==> src/rtl/ycr_wb_pkg.sv <==
// Shared types and constants for the pipeline write-back arbiter.
// The write-request struct widths track the default XLEN/AWIDTH of the arbiter.
package ycr_wb_pkg;

    localparam int YCR_WB_XLEN      = 32;
    localparam int YCR_WB_AWIDTH    = 5;
    localparam int YCR_WB_OVF_LIMIT = 64;

    typedef struct packed {
        logic                     vd;
        logic [YCR_WB_AWIDTH-1:0] addr;
        logic [YCR_WB_XLEN-1:0]   data;
    } wb_req_t;

endpackage

==> src/rtl/ycr_pipe_wb_lq.sv <==
// Synchronous FIFO with wrap-bit pointers; used to buffer LSU load returns.
// Only the pointers are reset; storage contents are don't-care while empty.
module ycr_pipe_wb_lq #(
    parameter int WIDTH = 37,
    parameter int DEPTH = 2
) (
    input  logic             clk,
    input  logic             rst,
    input  logic             push,
    input  logic [WIDTH-1:0] push_data,
    input  logic             pop,
    output logic             full,
    output logic             empty,
    output logic [WIDTH-1:0] head
);

    localparam int PW = $clog2(DEPTH);

    logic [PW:0]      wr_ptr_q, wr_ptr_d;
    logic [PW:0]      rd_ptr_q, rd_ptr_d;
    logic [WIDTH-1:0] mem_q [DEPTH];
    logic             wr_en;

    assign full  = (wr_ptr_q[PW] != rd_ptr_q[PW]) && (wr_ptr_q[PW-1:0] == rd_ptr_q[PW-1:0]);
    assign empty = (wr_ptr_q == rd_ptr_q);
    assign head  = mem_q[rd_ptr_q[PW-1:0]];
    assign wr_en = push & ~full;

    always_comb begin
        wr_ptr_d = wr_ptr_q;
        rd_ptr_d = rd_ptr_q;
        if (wr_en) begin
            wr_ptr_d = wr_ptr_q + (PW+1)'(1);
        end
        if (pop && !empty) begin
            rd_ptr_d = rd_ptr_q + (PW+1)'(1);
        end
    end

    always_ff @(posedge clk) begin
        if (rst) begin
            wr_ptr_q <= '0;
            rd_ptr_q <= '0;
        end else begin
            wr_ptr_q <= wr_ptr_d;
            rd_ptr_q <= rd_ptr_d;
        end
    end

    always_ff @(posedge clk) begin
        if (wr_en) begin
            mem_q[wr_ptr_q[PW-1:0]] <= push_data;
        end
    end

endmodule

==> src/rtl/ycr_pipe_wb_arb.sv <==
// MPRF write-port arbiter: EXU results first, then queued load returns, then bypassed returns.
// Also keeps the pending-load scoreboard that drives EXU operand/destination hazards.
module ycr_pipe_wb_arb
    import ycr_wb_pkg::*;
#(
    parameter int XLEN     = 32,
    parameter int AWIDTH   = 5,
    parameter int LQ_DEPTH = 2
) (
    input  logic              clk,
    input  logic              rst,
    input  logic              exu_wb_req_i,
    input  logic [AWIDTH-1:0] exu_wb_addr_i,
    input  logic [XLEN-1:0]   exu_wb_data_i,
    input  logic              lsu_issue_i,
    input  logic [AWIDTH-1:0] lsu_issue_addr_i,
    input  logic              lsu_ret_vd_i,
    output logic              lsu_ret_rdy_o,
    input  logic [AWIDTH-1:0] lsu_ret_addr_i,
    input  logic [XLEN-1:0]   lsu_ret_data_i,
    input  logic [AWIDTH-1:0] exu_rs1_addr_i,
    input  logic [AWIDTH-1:0] exu_rs2_addr_i,
    output logic              rs1_hazard_o,
    output logic              rs2_hazard_o,
    output logic              rd_hazard_o,
    output logic              wb2mprf_w_req_o,
    output logic [AWIDTH-1:0] wb2mprf_rd_addr_o,
    output logic [XLEN-1:0]   wb2mprf_rd_data_o,
    output logic              lq_overflow_o
);

    localparam int LQW  = AWIDTH + XLEN;
    localparam int CNTW = $clog2(YCR_WB_OVF_LIMIT) + 1;

    logic                 lq_full, lq_empty, lq_push, lq_pop;
    logic [LQW-1:0]       lq_head;
    logic                 ret_acc, ret_byp, stall;
    wb_req_t              wb_sel;
    logic                 wb_sel_load;
    logic [2**AWIDTH-1:0] sb_q, sb_d;
    logic [CNTW-1:0]      stall_cnt_q, stall_cnt_d;
    logic                 ovf_q, ovf_d;

    // Ready depends only on registered queue occupancy, never on this cycle's pop.
    assign lsu_ret_rdy_o = ~lq_full & ~rst;
    assign ret_acc       = lsu_ret_vd_i & lsu_ret_rdy_o;

    ycr_pipe_wb_lq #(
        .WIDTH (LQW),
        .DEPTH (LQ_DEPTH)
    ) u_lq (
        .clk       (clk),
        .rst       (rst),
        .push      (lq_push),
        .push_data ({lsu_ret_addr_i, lsu_ret_data_i}),
        .pop       (lq_pop),
        .full      (lq_full),
        .empty     (lq_empty),
        .head      (lq_head)
    );

    always_comb begin
        wb_sel      = '0;
        wb_sel_load = 1'b0;
        lq_pop      = 1'b0;
        ret_byp     = 1'b0;
        if (exu_wb_req_i) begin
            wb_sel.vd   = 1'b1;
            wb_sel.addr = exu_wb_addr_i;
            wb_sel.data = exu_wb_data_i;
        end else if (!lq_empty) begin
            wb_sel.vd   = 1'b1;
            wb_sel.addr = lq_head[LQW-1:XLEN];
            wb_sel.data = lq_head[XLEN-1:0];
            wb_sel_load = 1'b1;
            lq_pop      = 1'b1;
        end else if (ret_acc) begin
            wb_sel.vd   = 1'b1;
            wb_sel.addr = lsu_ret_addr_i;
            wb_sel.data = lsu_ret_data_i;
            wb_sel_load = 1'b1;
            ret_byp     = 1'b1;
        end
        lq_push = ret_acc & ~ret_byp;
    end

    // x0 writes still arbitrate and consume, but never reach the register file.
    assign wb2mprf_w_req_o   = wb_sel.vd & (|wb_sel.addr) & ~rst;
    assign wb2mprf_rd_addr_o = wb_sel.addr;
    assign wb2mprf_rd_data_o = wb_sel.data;

    always_comb begin
        sb_d = sb_q;
        if (wb_sel.vd && wb_sel_load) begin
            sb_d[wb_sel.addr] = 1'b0;
        end
        if (lsu_issue_i) begin
            sb_d[lsu_issue_addr_i] = 1'b1;
        end
        sb_d[0] = 1'b0;
    end

    assign rs1_hazard_o = sb_q[exu_rs1_addr_i];
    assign rs2_hazard_o = sb_q[exu_rs2_addr_i];
    assign rd_hazard_o  = sb_q[exu_wb_addr_i] & exu_wb_req_i;

    assign stall = lsu_ret_vd_i & ~lsu_ret_rdy_o;

    always_comb begin
        stall_cnt_d = '0;
        ovf_d       = ovf_q;
        if (stall) begin
            stall_cnt_d = (stall_cnt_q == CNTW'(YCR_WB_OVF_LIMIT)) ? stall_cnt_q
                                                                 : stall_cnt_q + CNTW'(1);
            if (stall_cnt_q == CNTW'(YCR_WB_OVF_LIMIT - 1)) begin
                ovf_d = 1'b1;
            end
        end
    end

    assign lq_overflow_o = ovf_q;

    always_ff @(posedge clk) begin
        if (rst) begin
            sb_q        <= '0;
            stall_cnt_q <= '0;
            ovf_q       <= 1'b0;
        end else begin
            sb_q        <= sb_d;
            stall_cnt_q <= stall_cnt_d;
            ovf_q       <= ovf_d;
        end
    end

`ifdef YCR_TRGT_SIMULATION
    // The EXU must stall on rd_hazard_o instead of overwriting a register awaiting its load.
    assert property (@(posedge clk) disable iff (rst) !(exu_wb_req_i && sb_q[exu_wb_addr_i]));
`endif

endmodule

==> config.mk <==
export PLATFORM = sky130hd
export DESIGN_NAME = ycr_pipe_wb_arb
export DESIGN_NICKNAME = d
export VERILOG_FILES = /design/src/rtl/ycr_wb_pkg.sv /design/src/rtl/ycr_pipe_wb_lq.sv /design/src/rtl/ycr_pipe_wb_arb.sv
export SDC_FILE = /design/constraint.sdc
export NUM_CORES = 1
export LEC_CHECK = 0
export BUFFER_PORTS_ARGS = -buffer_cell sky130_fd_sc_hd__buf_2
export CAP_MARGIN = 20
export CORE_UTILIZATION = 60
export CTS_BUF_LIST = sky130_fd_sc_hd__clkbuf_16
export DETAILED_ROUTE_END_ITERATION = 8
export GPL_ROUTABILITY_DRIVEN = 0
export PLACE_DENSITY = 0.92
export REMOVE_ABC_BUFFERS = 1
export SLEW_MARGIN = 0
export SYNTH_ARGS = -nofsm -noshare
export SYNTH_HDL_FRONTEND = slang
export SYNTH_SLANG_ARGS = --single-unit
==> constraint.sdc <==
create_clock -name clk -period 8.5 [get_ports clk]
set_clock_uncertainty 0.1 [all_clocks]
set_input_delay 1.7 -clock clk [delete_from_list [all_inputs] [get_ports clk]]
set_output_delay 1.7 -clock clk [all_outputs]
set_load 0.05 [all_outputs]
# Yosys cells after proc, flatten, opt, wreduce, memory -nomap -nowiden
# Memory sizes are Yosys's and may differ from the RTL's. A register that Yosys moved wholly into a read port is not among the register bits.
# Index checks and enable logic that the tools add are counted.
[totals]
register_bits = 44
elab_cells = 73
output_inout_bits = 43
in_bits = 94
mem_bits_rw = 74
memories = 1
[classes]
reduce_logical = 9
eq_ne = 5
magnitude_cmp = 7
muxes = 26
bitwise = 16
n_addsub = 3
[memory_table]
columns = ["name", "words", "word_bits", "rd", "rd_clocked_by_memory_dff", "write_ports", "line_no", "rtl"]
rows = [
  ["u_lq.mem_q", 2, 37, 1, 1, 1, "ycr_pipe_wb_lq.sv:21", "logic [WIDTH-1:0] mem_q [DEPTH];"],
]
[ops]
columns = ["operator", "count"]
rows = [
  ["$mux W38", 3],
  ["$mux W32", 2],
  ["$and A32 B32 Y32", 1],
  ["$not A32 Y32", 1],
  ["$or A32 B32 Y32", 1],
  ["$lt A5 B6 Y1 const B", 5],
  ["$mux W1", 16],
  ["$bmux W1 S5", 3],
  ["$demux W1 S5", 2],
  ["$ge A5 B1 Y1 const B", 2],
  ["$and A1 B1 Y1", 8],
  ["$add A7 B1 Y7 const B", 1],
  ["$eq A7 B6 Y1 const B", 1],
  ["$eq A7 B7 Y1 const B", 1],
  ["$logic_and A1 B1 Y1", 5],
  ["$not A1 Y1", 5],
  ["$reduce_or A5 Y1", 1],
  ["$add A2 B1 Y2 const B", 2],
  ["$eq A2 B2 Y1", 1],
  ["$reduce_and A2 Y1", 1],
  ["$reduce_or A2 Y1", 1],
  ["$eq A1 B1 Y1", 1],
  ["$logic_not A1 Y1", 1],
  ["$ne A1 B1 Y1", 1],
]

# Longest topological paths before layout
# Gate-level depths: netlist of run 1.
[logic_depth]
depth_word = 17
ltp_mapped = 8
ltp_nobuf = 6

# By module
# A second synthesis of run 1 with hierarchy kept.
[hier_totals]
cells_unflattened = 604
area_unflattened_um2 = 6408.6
[by_module_without_submodules]
columns = ["mod", "area_each_um2", "seq_area_each_um2", "n_inst", "cells_each"]
rows = [
  ["ycr_pipe_wb_arb", 3465.8, 780.7, 1, 456],
  ["ycr_pipe_wb_lq", 2942.8, 2322.2, 1, 148],
]

# Worst setup path after synthesis of run 1
# OpenSTA, ideal clock, no wires.
[synth_path]
kind = "input -> output"
from = "in rst"
to = "out wb2mprf_w_req_o"
path_buffers = 2
stages = 7
slack_ps = 1606
required_ps = 6700
arrival_time_ps = 5094
path_cell_list = "clkbuf_1 > nor2b_1 > clkbuf_1 > a2111oi_0 > a221oi_1 > nor4_1 > a221oi_1"
[synth_via]
elab_chain_len = 9
[synth_lines]
columns = ["item", "line_no", "rtl"]
rows = [
  ["start: declaration", "ycr_pipe_wb_arb.sv:11", "input logic rst,"],
  ["$not A1 Y1", "ycr_pipe_wb_arb.sv:45", "assign lsu_ret_rdy_o = ~lq_full & ~rst;"],
  ["$and A1 B1 Y1", "ycr_pipe_wb_arb.sv:45", ""],
  ["$and A1 B1 Y1", "ycr_pipe_wb_arb.sv:46", "assign ret_acc = lsu_ret_vd_i & lsu_ret_rdy_o;"],
  ["$mux W38", "ycr_pipe_wb_arb.sv:77", "end else if (ret_acc) begin"],
  ["$mux W38", "ycr_pipe_wb_arb.sv:71", "end else if (!lq_empty) begin"],
  ["$mux W38", "ycr_pipe_wb_arb.sv:67", "if (exu_wb_req_i) begin"],
  ["net wb2mprf_rd_addr_o[1]", "ycr_pipe_wb_arb.sv:27", "output logic [AWIDTH-1:0] wb2mprf_rd_addr_o,"],
  ["$reduce_or A5 Y1", "ycr_pipe_wb_arb.sv:88", "assign wb2mprf_w_req_o = wb_sel.vd & (|wb_sel.addr) & ~rst;"],
  ["$and A1 B1 Y1 (2 in series)", "ycr_pipe_wb_arb.sv:88", ""],
  ["end: declaration", "ycr_pipe_wb_arb.sv:26", "output logic wb2mprf_w_req_o,"],
]
# The timed path passes the listed nets, and every way through them passes these cells.

# Worst setup path in the final report of run 1
[layout_path]
from = "in rst"
to = "out wb2mprf_w_req_o"
[layout_via]
elab_chain_len = 9
[layout_lines]
columns = ["item", "line_no"]
rows = [
  ["$not A1 Y1 *", "ycr_pipe_wb_arb.sv:45, ycr_pipe_wb_arb.sv:88"],
  ["$and A1 B1 Y1", "ycr_pipe_wb_arb.sv:45"],
  ["$and A1 B1 Y1", "ycr_pipe_wb_arb.sv:46"],
  ["$mux W38", "ycr_pipe_wb_arb.sv:77"],
  ["$mux W38", "ycr_pipe_wb_arb.sv:71"],
  ["$mux W38", "ycr_pipe_wb_arb.sv:67"],
  ["$reduce_or A5 Y1", "ycr_pipe_wb_arb.sv:88"],
  ["$and A1 B1 Y1", "ycr_pipe_wb_arb.sv:88"],
  ["$and A1 B1 Y1 *", "ycr_pipe_wb_arb.sv:88"],
]
# Mark *: on every way between the ends. The rest lies on a longest branch, timed or not.

==> results of run 1 <==
==> flip-flops by register name (all words and copies together) (netlist names), named ones only <==
| signal | cells |
|---|---|
| sb_q | 31 |
| u_lq.mem_q | 74 |
| u_lq.rd_ptr_q | 2 |
| stall_cnt_q | 7 |
| lq_overflow_o | 1 |
| u_lq.wr_ptr_q | 2 |
==> power breakdown <==
part,internal [mW],leakage [nW],switching [mW]
Clock,0.462,0.297,0.268
Sequential,0.627,1.03,0.0126
Combinational,0.108,1.56,0.268
Total,1.20,2.89,0.549
==> per-stage QoR <==
| stage | total power, mW | std cells | hold slack, ps | setup slack, ps |
|---|---|---|---|---|
| global placement | 1.00 | 823 | 366 | 2860 |
| CTS | 1.74 | 855 | 401 | 2590 |
| finish | 1.75 | 855 | 404 | 2460 |
| detailed placement | 1.02 | 823 | 370 | 2720 |
| floorplan | 0.906 | 545 | 369 | 727 |
| global route | 1.80 | 855 | 409 | 2380 |
==> cells by family after synthesis <==
group                    count (synthesis)  synth area share, %
AND/OR/NAND/NOR                        154                 11.9
AO/OA/AOI/OAI                          139                 16.5
adder cells (fa/ha/maj)                  2                0.384
multiplexers                            69                 15.7
flip-flops                             118                 47.6
XOR/XNOR                                13                 1.98
buffers and inverters                   94                 6.04
==> worst max-delay path: stages <==
cell and delay [ps]:
buf_2 440, nand2b_1 380, nor4_2 120, a221oi_4 540
inv_2 270, nor4_1 360, a221oi_1 140, buf_2 270
==> how the worst max path moves through the flow <==
stage	from	end	slack [ps]	cells past startpoint
after floorplan	lsu_ret_vd_i	wb2mprf_w_req_o	730	5
after global placement	rst	wb2mprf_w_req_o	2860	8
after detailed placement	rst	wb2mprf_w_req_o	2720	8
after CTS	rst	wb2mprf_w_req_o	2590	8
after global routing	rst	wb2mprf_w_req_o	2380	8
final	rst	wb2mprf_w_req_o	2460	8
==> metal layers <==
layer	global-route usage, %	vias to the layer above
met2	51.3	412
met1	40.0	2662
met5	0.952	-
met3	8.15	99
met4	20.8	0
li1	-	2510
==> cell usage in the layout, fill, tap and decap left out, types with 6 or more instances in the layout <==
| cell | n |
|---|---|
| a32o_1 | 6 |
| a311oi_1 | 38 |
| mux4_2 | 26 |
| xnor2_1 | 8 |
| buf_2 | 136 |
| o32ai_1 | 7 |
| a211oi_1 | 6 |
| nor3b_1 | 6 |
| nor4_1 | 8 |
| inv_1 | 47 |
| clkbuf_16 | 17 |
| mux2i_1 | 38 |
| nand2_1 | 20 |
| a21oi_1 | 44 |
| nor2_1 | 66 |
| o21ai_0 | 6 |
| edfxtp_1 | 74 |
| buf_4 | 6 |
| nand4_1 | 16 |
| dfxtp_1 | 43 |
==> area by class of cell <==
class / instances / area, µm² / share of cell area (%)
sequential: 118 / 3100 / 39.6
clock inverter: 15 / 180 / 2.30
inverter: 50 / 188 / 2.39
timing repair buffer: 142 / 726 / 9.26
tap: 136 / 170 / 2.17
multi-input combinational: 377 / 3040 / 38.8
clock buffer: 17 / 425 / 5.43
==> impl_metrics.toml, run 1 <==
[placed_design]
io_buffer_count = 136
hpwl_mm = 11.4
placed_area_um2 = 7230

[clocking]
post_cts_buffers = 0
cts_tree = "done"
cts_root_buffer = "clkbuf_16"
cts_buffers = 17
holdBufCountCts = 0
clkTransAtPathRegs_ps = 50
ctsHtreeMaxLevel = 4
cts_resized = 0
clkLatencyLatePin_ps = 420
clock-sinks = 118
clk_path_buf_depth = 2

[finish]
fillers = 646
antenna_cells = 0
area_delta_synth_final_pct = 20.2
final_util_pct = 75.2
final_layout_size_suffix_gt1_share_pct = 31.4
final_cell_area_um2 = 7840
nets = 802

[detailed_routing]
vias = 5683
met3_length_mm = 1.90
first_pass_iters = 6
drc = 0
vias_per_cell = 6.65
dr.max_layer_used = "met4"
wl_per_cell_um = 20.8
met2WireLength_mm = 8.60
wl_mm = 17.7
wl_met1_mm = 6.37
drtIter0Drc = 781
drtAntennaViolNets = 0

[global_route]
antenna_found_initial = 0
grt_start_max_net_pins = 68
grt_pass1_wl_mm = 27.8
overflow = 0
grt_pass1_vias = 5479
grt_use_total_pct = 32.6

[timing]
rsz0062_at_grt = "no"
hold_violations = 0
min_period_ps = 6040
drv_slew = 0
setup_violations = 0
max_slew.worst_pin.slew_ps = 1060
setup_tns_ps = 0
max_slew_margin_pct = 28.8
clock.fmax_ghz = 0.166
finalCritPeriodShare_pct = 71.0

[logic_synthesis]
ys_top_cells_by_area = "edfxtp_1 34%, dfxtp_1 14%, mux4_2 9.0%"
synth.most_common_cell = "edfxtp_1"
syn_area_um2 = 6520
yosysSeqAreaShare_pct = 47.6
synth_top_area_share_pct = 34.1
synth_seq_cells = 118
avgSynthCellArea_um2 = 11.1
yosysUniqueCellTypes = 56
synth-edff-count = 74
yosysTopAreaCell = "edfxtp_1"
syn_inst = 589
async_flop_share_pct = 0
ys_top_cells_by_count = "74 x edfxtp_1, 67 x nor2_1, 46 x inv_1"
synth-warning-count = 0
synth_ff_type = "edfxtp_1"

[min_path]
hold_path.class = "reg2reg"
hold_path_end = "lq_overflow_o"
min_path_cells = 2
worstHoldStart = "lq_overflow_o"

[critical_path]
r2r_end = "sb_q[27]"
criticalPathCategory = "in2out"
start_kind = "input port"
crit_path_max_fanout = 26
cp-end-kind = "output pin"
cp.required_ps = 6700
r2r.worst_path.cells = 7
r2r_slack_ps = 5120
worst_ep_arrival_time_ps = 4240

[floorplanning]
dieArea_um2 = 11300
die_w_um = 106
initial_utilization_pct = 62.6
num_io_pins = 137
design.core.area_um2 = 10400
die_h_um = 106
rows = 37

[power]
vdd_ir_drop_max_mv = 0.147
p_leak_nw = 2.89
power_density_nw_per_um2 = 223

[outcome]
status = "completed"

[job]
maxCapViolCount = 0
Note: power is estimated with default switching activity, not from simulation.
==> run 2, diff against run 1 <==
ABC_AREA = 1   (was unset)
CORE_UTILIZATION = 50   (was 60)
PLACE_DENSITY = 0.83   (was 0.92)
clock period = 5.22 ns   (was 8.5 ns; I/O delays follow)
==> impl_metrics.toml, run 2 <==
[clocking]
clk_path_buf_depth = 2
post_cts_buffers = 0
clock-sinks = 118
ctsHtreeMaxLevel = 4
clkTransAtPathRegs_ps = 50
cts_buffers = 17
cts_resized = 0
holdBufCountCts = 0
clkLatencyLatePin_ps = 410
cts_tree = "done"
cts_root_buffer = "clkbuf_16"

[finish]
area_delta_synth_final_pct = 20.5
final_layout_size_suffix_gt1_share_pct = 25.2
final_util_pct = 63.0
fillers = 1050
largest_reg_flops = 74
final_common_cell = "nand2_1"
mostFrequentLayoutCells = "145 x nand2_1, 136 x buf_2, 104 x nor2_1, 74 x edfxtp_1, 65 x a21oi_1"
antenna_cells = 0
nets = 966

[detailed_routing]
drc = 0
wl_mm = 16.6
met2WireLength_mm = 7.76
drtIter0Drc = 565
wl_met1_mm = 7.11
met3_length_mm = 1.34
dr.max_layer_used = "met4"
drtAntennaViolNets = 0
wl_per_cell_um = 15.8
vias_per_cell = 5.59
vias = 5874
first_pass_iters = 5

[logic_synthesis]
synth.most_common_cell = "nand2_1"
synth_top_area_share_pct = 34.8
synth_ff_type = "edfxtp_1"
synth_seq_cells = 118
ys_top_cells_by_count = "145 x nand2_1, 105 x nor2_1, 74 x edfxtp_1"
async_flop_share_pct = 0
synth-edff-count = 74
syn_area_um2 = 6380
ys_top_cells_by_area = "edfxtp_1 35%, dfxtp_1 14%, nand2_1 8.5%"
yosysUniqueCellTypes = 41
yosysTopAreaCell = "edfxtp_1"
syn_inst = 742
avgSynthCellArea_um2 = 8.60
yosysSeqAreaShare_pct = 48.6
synth-warning-count = 0

[floorplanning]
num_io_pins = 137
die_h_um = 115
initial_utilization_pct = 52.3
design.core.area_um2 = 12200
die_w_um = 115
dieArea_um2 = 13200
rows = 40

[critical_path]
slowest_stage = "inv_2"
crit_path_max_fanout = 33
cp.required_ps = 4080
worstPathCellList = "buf_2, inv_2, nand4_2, inv_2, nand2_2, nand2_8, nor3_2, nor2_1, buf_2"
worst_ep_arrival_time_ps = 2760
start_kind = "input port"
max_stage_delay_ps = 490
criticalPathCategory = "in2out"
cp-end-kind = "output pin"

[global_route]
grt_use_total_pct = 25.9
antenna_found_initial = 0
overflow = 0
grt_start_max_net_pins = 38
grt_pass1_vias = 5435
grt_pass1_wl_mm = 26.2

[power]
vdd_ir_drop_max_mv = 0.202
power_density_nw_per_um2 = 334
p_leak_nw = 2.98
power_mw = 2.56

[timing]
max_slew_margin_pct = 37.8
finalCritPeriodShare_pct = 74.7
hold_ws_ps = 387
setup_tns_ps = 0
rsz0062_at_grt = "no"
setup_violations = 0
hold_violations = 0
drv_slew = 0
max_slew.worst_pin.slew_ps = 925
min_period_ps = 3900
clock.fmax_ghz = 0.256

[job]
maxCapViolCount = 0

[placed_design]
hpwl_mm = 11.4
io_buffer_count = 136

[outcome]
status = "completed"

[min_path]
hold_path.class = "reg2reg"
[run 2: path summary, 6_finish.rpt]
| kind | from | endpoint | slack (ps) | depth (start not counted) |
|---|---|---|---|---|
| worst min-delay path | stall_cnt_q[1] | stall_cnt_q[1] | 390 | 2 |
| worst min register to register | stall_cnt_q[1] | stall_cnt_q[1] | 390 | 2 |
| worst max-delay path | exu_wb_req_i | wb2mprf_w_req_o | 1320 | 9 |
| worst max register to register | u_lq.wr_ptr_q[0] | u_lq.mem_q[1][22] | 2820 | 7 |
[run 2: kinds of logic (layout without fill, tap and decap cells)]
kind of cell               after synthesis  count (layout)  synth area share (%)
AOI/OAI and AO/OA                      205             205                  19.7
and+or+nand+nor                        330             330                  25.7
buffers and inverters                   87             227                  5.57
adders and majority gates                2               2                 0.392
DFF                                    118             118                  48.6
[run 2: final cells by class]
class	instances	area, µm²	area share, %
Tap cell	168	210	2.73
Clock inverter	14	75.1	0.976
Inverter	55	209	2.72
Clock buffer	17	425	5.53
Timing Repair Buffer	141	731	9.50
Sequential cell	118	3100	40.4
Multi-Input combinational cell	537	2940	38.2
[run 2: metrics by stage]
step	setup slack (ps)	std cells	area, µm²
finish	1320	1050	7690
global route	1140	1050	7690
CTS	1300	1049	7670
detailed placement	1300	1018	7170
global placement	1330	1018	7170
floorplan	786	710	6230
[run 2: worst max-delay path, delay by kind of cell]
family / cells / cell delay [ps]
AND/OR/NAND/NOR: 5 / 620
buffers and inverters: 4 / 1110
[run 2: layer usage]
layer	track usage (%)	up-vias
met5	0	-
met4	11.6	0
met3	5.48	38
met2	41.4	258
met1	34.1	2720
li1	-	2858
[run 2: report_power, final]
group | total (mW) | switching (mW) | internal, mW
registers | 1.04 | 0.0118 | 1.02
clock network | 0.978 | 0.392 | 0.587
logic | 0.551 | 0.409 | 0.142
total | 2.56 | 0.812 | 1.75
==> run 3, diff against run 2 <==
CORE_UTILIZATION = 55   (was 50)
PLACE_DENSITY = 0.86   (was 0.83)
clock period = 3.75 ns   (was 5.22 ns; I/O delays follow)
==> impl_metrics.toml, run 3 (same netlist as run 2, synthesis figures left out) <==
[power]
p_int_mw = 2.67
clock_power_share_pct = 42.7
seqPwrFrac_pct = 37.3
p_leak_nw = 3.04
vdd_ir_drop_max_mv = 0.291
swShare_pct = 31.0
p_comb_share_pct = 20.0
p_switching_mw = 1.20
power_density_nw_per_um2 = 497
power_mw = 3.87

[critical_path]
worst_ep_arrival_time_ps = 2450
slowest_stage = "o311ai_0"
r2r_slack_ps = 1440
criticalPathCategory = "reg2out"
critPathTopFamily = "simple AND/OR/NAND/NOR gates"
critPathBufInv = 2
cp-end-kind = "output pin"
crit_cells = 7
reg2reg_from = "u_lq.wr_ptr_q[0]"
r2r_end = "u_lq.mem_q[1][34]"
r2r.worst_path.cells = 7
max_stage_delay_ps = 540
worstPathCellList = "inv_2, nand2_4, nand2_8, nand2_8, nand2_4, o311ai_0, buf_2"
start_kind = "flop"
startpoint = "u_lq.wr_ptr_q[0]"
cp.required_ps = 2900
worstSetupEndpoint = "wb2mprf_rd_data_o[30]"
crit_path_max_fanout = 37

[clocking]
clk_path_buf_depth = 2
clkTransAtPathRegs_ps = 50
cts_tree = "done"
clkLatencyLatePin_ps = 420
ctsHtreeMaxLevel = 4
cts_buffers = 17
post_cts_buffers = 0
cts_resized = 0
holdBufCountCts = 0
clock-sinks = 118
cts_root_buffer = "clkbuf_16"

[timing]
max_slew_margin_pct = 41.4
hold_violations = 0
finalCritPeriodShare_pct = 88.1
hold_ws_ps = 372
max_slew.worst_pin.slew_ps = 873
min_period_ps = 3300
drv_slew = 0
setup_tns_ps = 0
clock.fmax_ghz = 0.303
setup_violations = 0
layout_setup_ws_ps = 447
rsz0062_at_grt = "no"

[finish]
mostFrequentLayoutCells = "145 x nand2_1, 136 x buf_2, 104 x nor2_1, 74 x edfxtp_1, 65 x a21oi_1"
area_delta_synth_final_pct = 21.8
largest_reg_flops = 74
final_util_pct = 70.2
nets = 968
final_layout_size_suffix_gt1_share_pct = 25.9
final_common_cell = "nand2_1"

[global_route]
grtUsageMet1_pct = 39.8
grt_start_max_net_pins = 38
met3_usage_pct = 6.64
busiest_layer = "met2"
grt_use_total_pct = 29.8
grt_pass1_vias = 5446
antenna_found_initial = 1
grt_pass1_wl_mm = 26.9
use_met2_pct = 46.4
overflow = 0

[outcome]
status = "completed"

[floorplanning]
dieArea_um2 = 12000
die_h_um = 110
initial_utilization_pct = 57.6
die_w_um = 110
rows = 38
num_io_pins = 137
design.core.area_um2 = 11100

[detailed_routing]
wl_per_cell_um = 16.9
drtIter0Drc = 632
vias_per_cell = 5.86
wl_mm = 17.3
first_pass_iters = 6
drtAntennaViolNets = 0
drc = 0
vias = 6015

[placed_design]
place_ws_ps = 611
hpwl_mm = 11.7
io_buffer_count = 136

[min_path]
hold_path.class = "reg2reg"

[job]
maxCapViolCount = 0
run 3: final cells by class:
type / count / area, µm²
antenna: 1 / 2.50
multi-input combinational: 537 / 2940
clock buffer: 17 / 425
inverter: 55 / 209
clock inverter: 15 / 179
fill: 802 / 3300
sequential: 118 / 3100
timing repair buffer: 143 / 746
tap: 140 / 175
run 3: how the worst min path moves through the flow:
stage | start | end | cells past startpoint | slack [ps]
2_1_floorplan | u_lq.wr_ptr_q[1] | u_lq.wr_ptr_q[1] | 1 | 340
3_3_place_gp | u_lq.wr_ptr_q[1] | u_lq.wr_ptr_q[1] | 1 | 350
3_5_place_dp | lq_overflow_o | lq_overflow_o | 2 | 370
4_1_cts | u_lq.wr_ptr_q[1] | u_lq.wr_ptr_q[1] | 1 | 380
5_1_grt | u_lq.wr_ptr_q[1] | u_lq.wr_ptr_q[1] | 1 | 410
6_report | u_lq.wr_ptr_q[1] | u_lq.wr_ptr_q[1] | 1 | 370
run 3: through the flow:
step                instances  instance area, µm²
floorplan                 710                6230
global placement          993                7170
detailed placement        993                7170
CTS                      1025                7770
global route             1026                7770
finish                   1026                7770
run 3: layer usage:
| layer | vias up | routed length [µm] |
|---|---|---|
| li1 | 2858 | - |
| met1 | 2744 | 7100 |
| met2 | 363 | 8030 |
| met3 | 50 | 1650 |
| met4 | 0 | 527 |
| met5 | - | 0 |
run 3: worst register-to-register path, stage by stage, from the launching register on:
cell	delay, ps
dfxtp_1	440
inv_2	120
nand2_4	110
a21oi_1	120
nor2_2	150
nand3_1	240
nor2_4	210
buf_4	440
run 3: power by group through the flow:
stage	combinational (mW)	sequential [mW]	clock, mW
6_report	0.772	1.44	1.65
5_1_grt	0.829	1.45	1.72
4_1_cts	0.768	1.44	1.66
3_5_place_dp	0.760	1.47	0
3_3_place_gp	0.750	1.47	0
2_1_floorplan	0.519	1.47	0
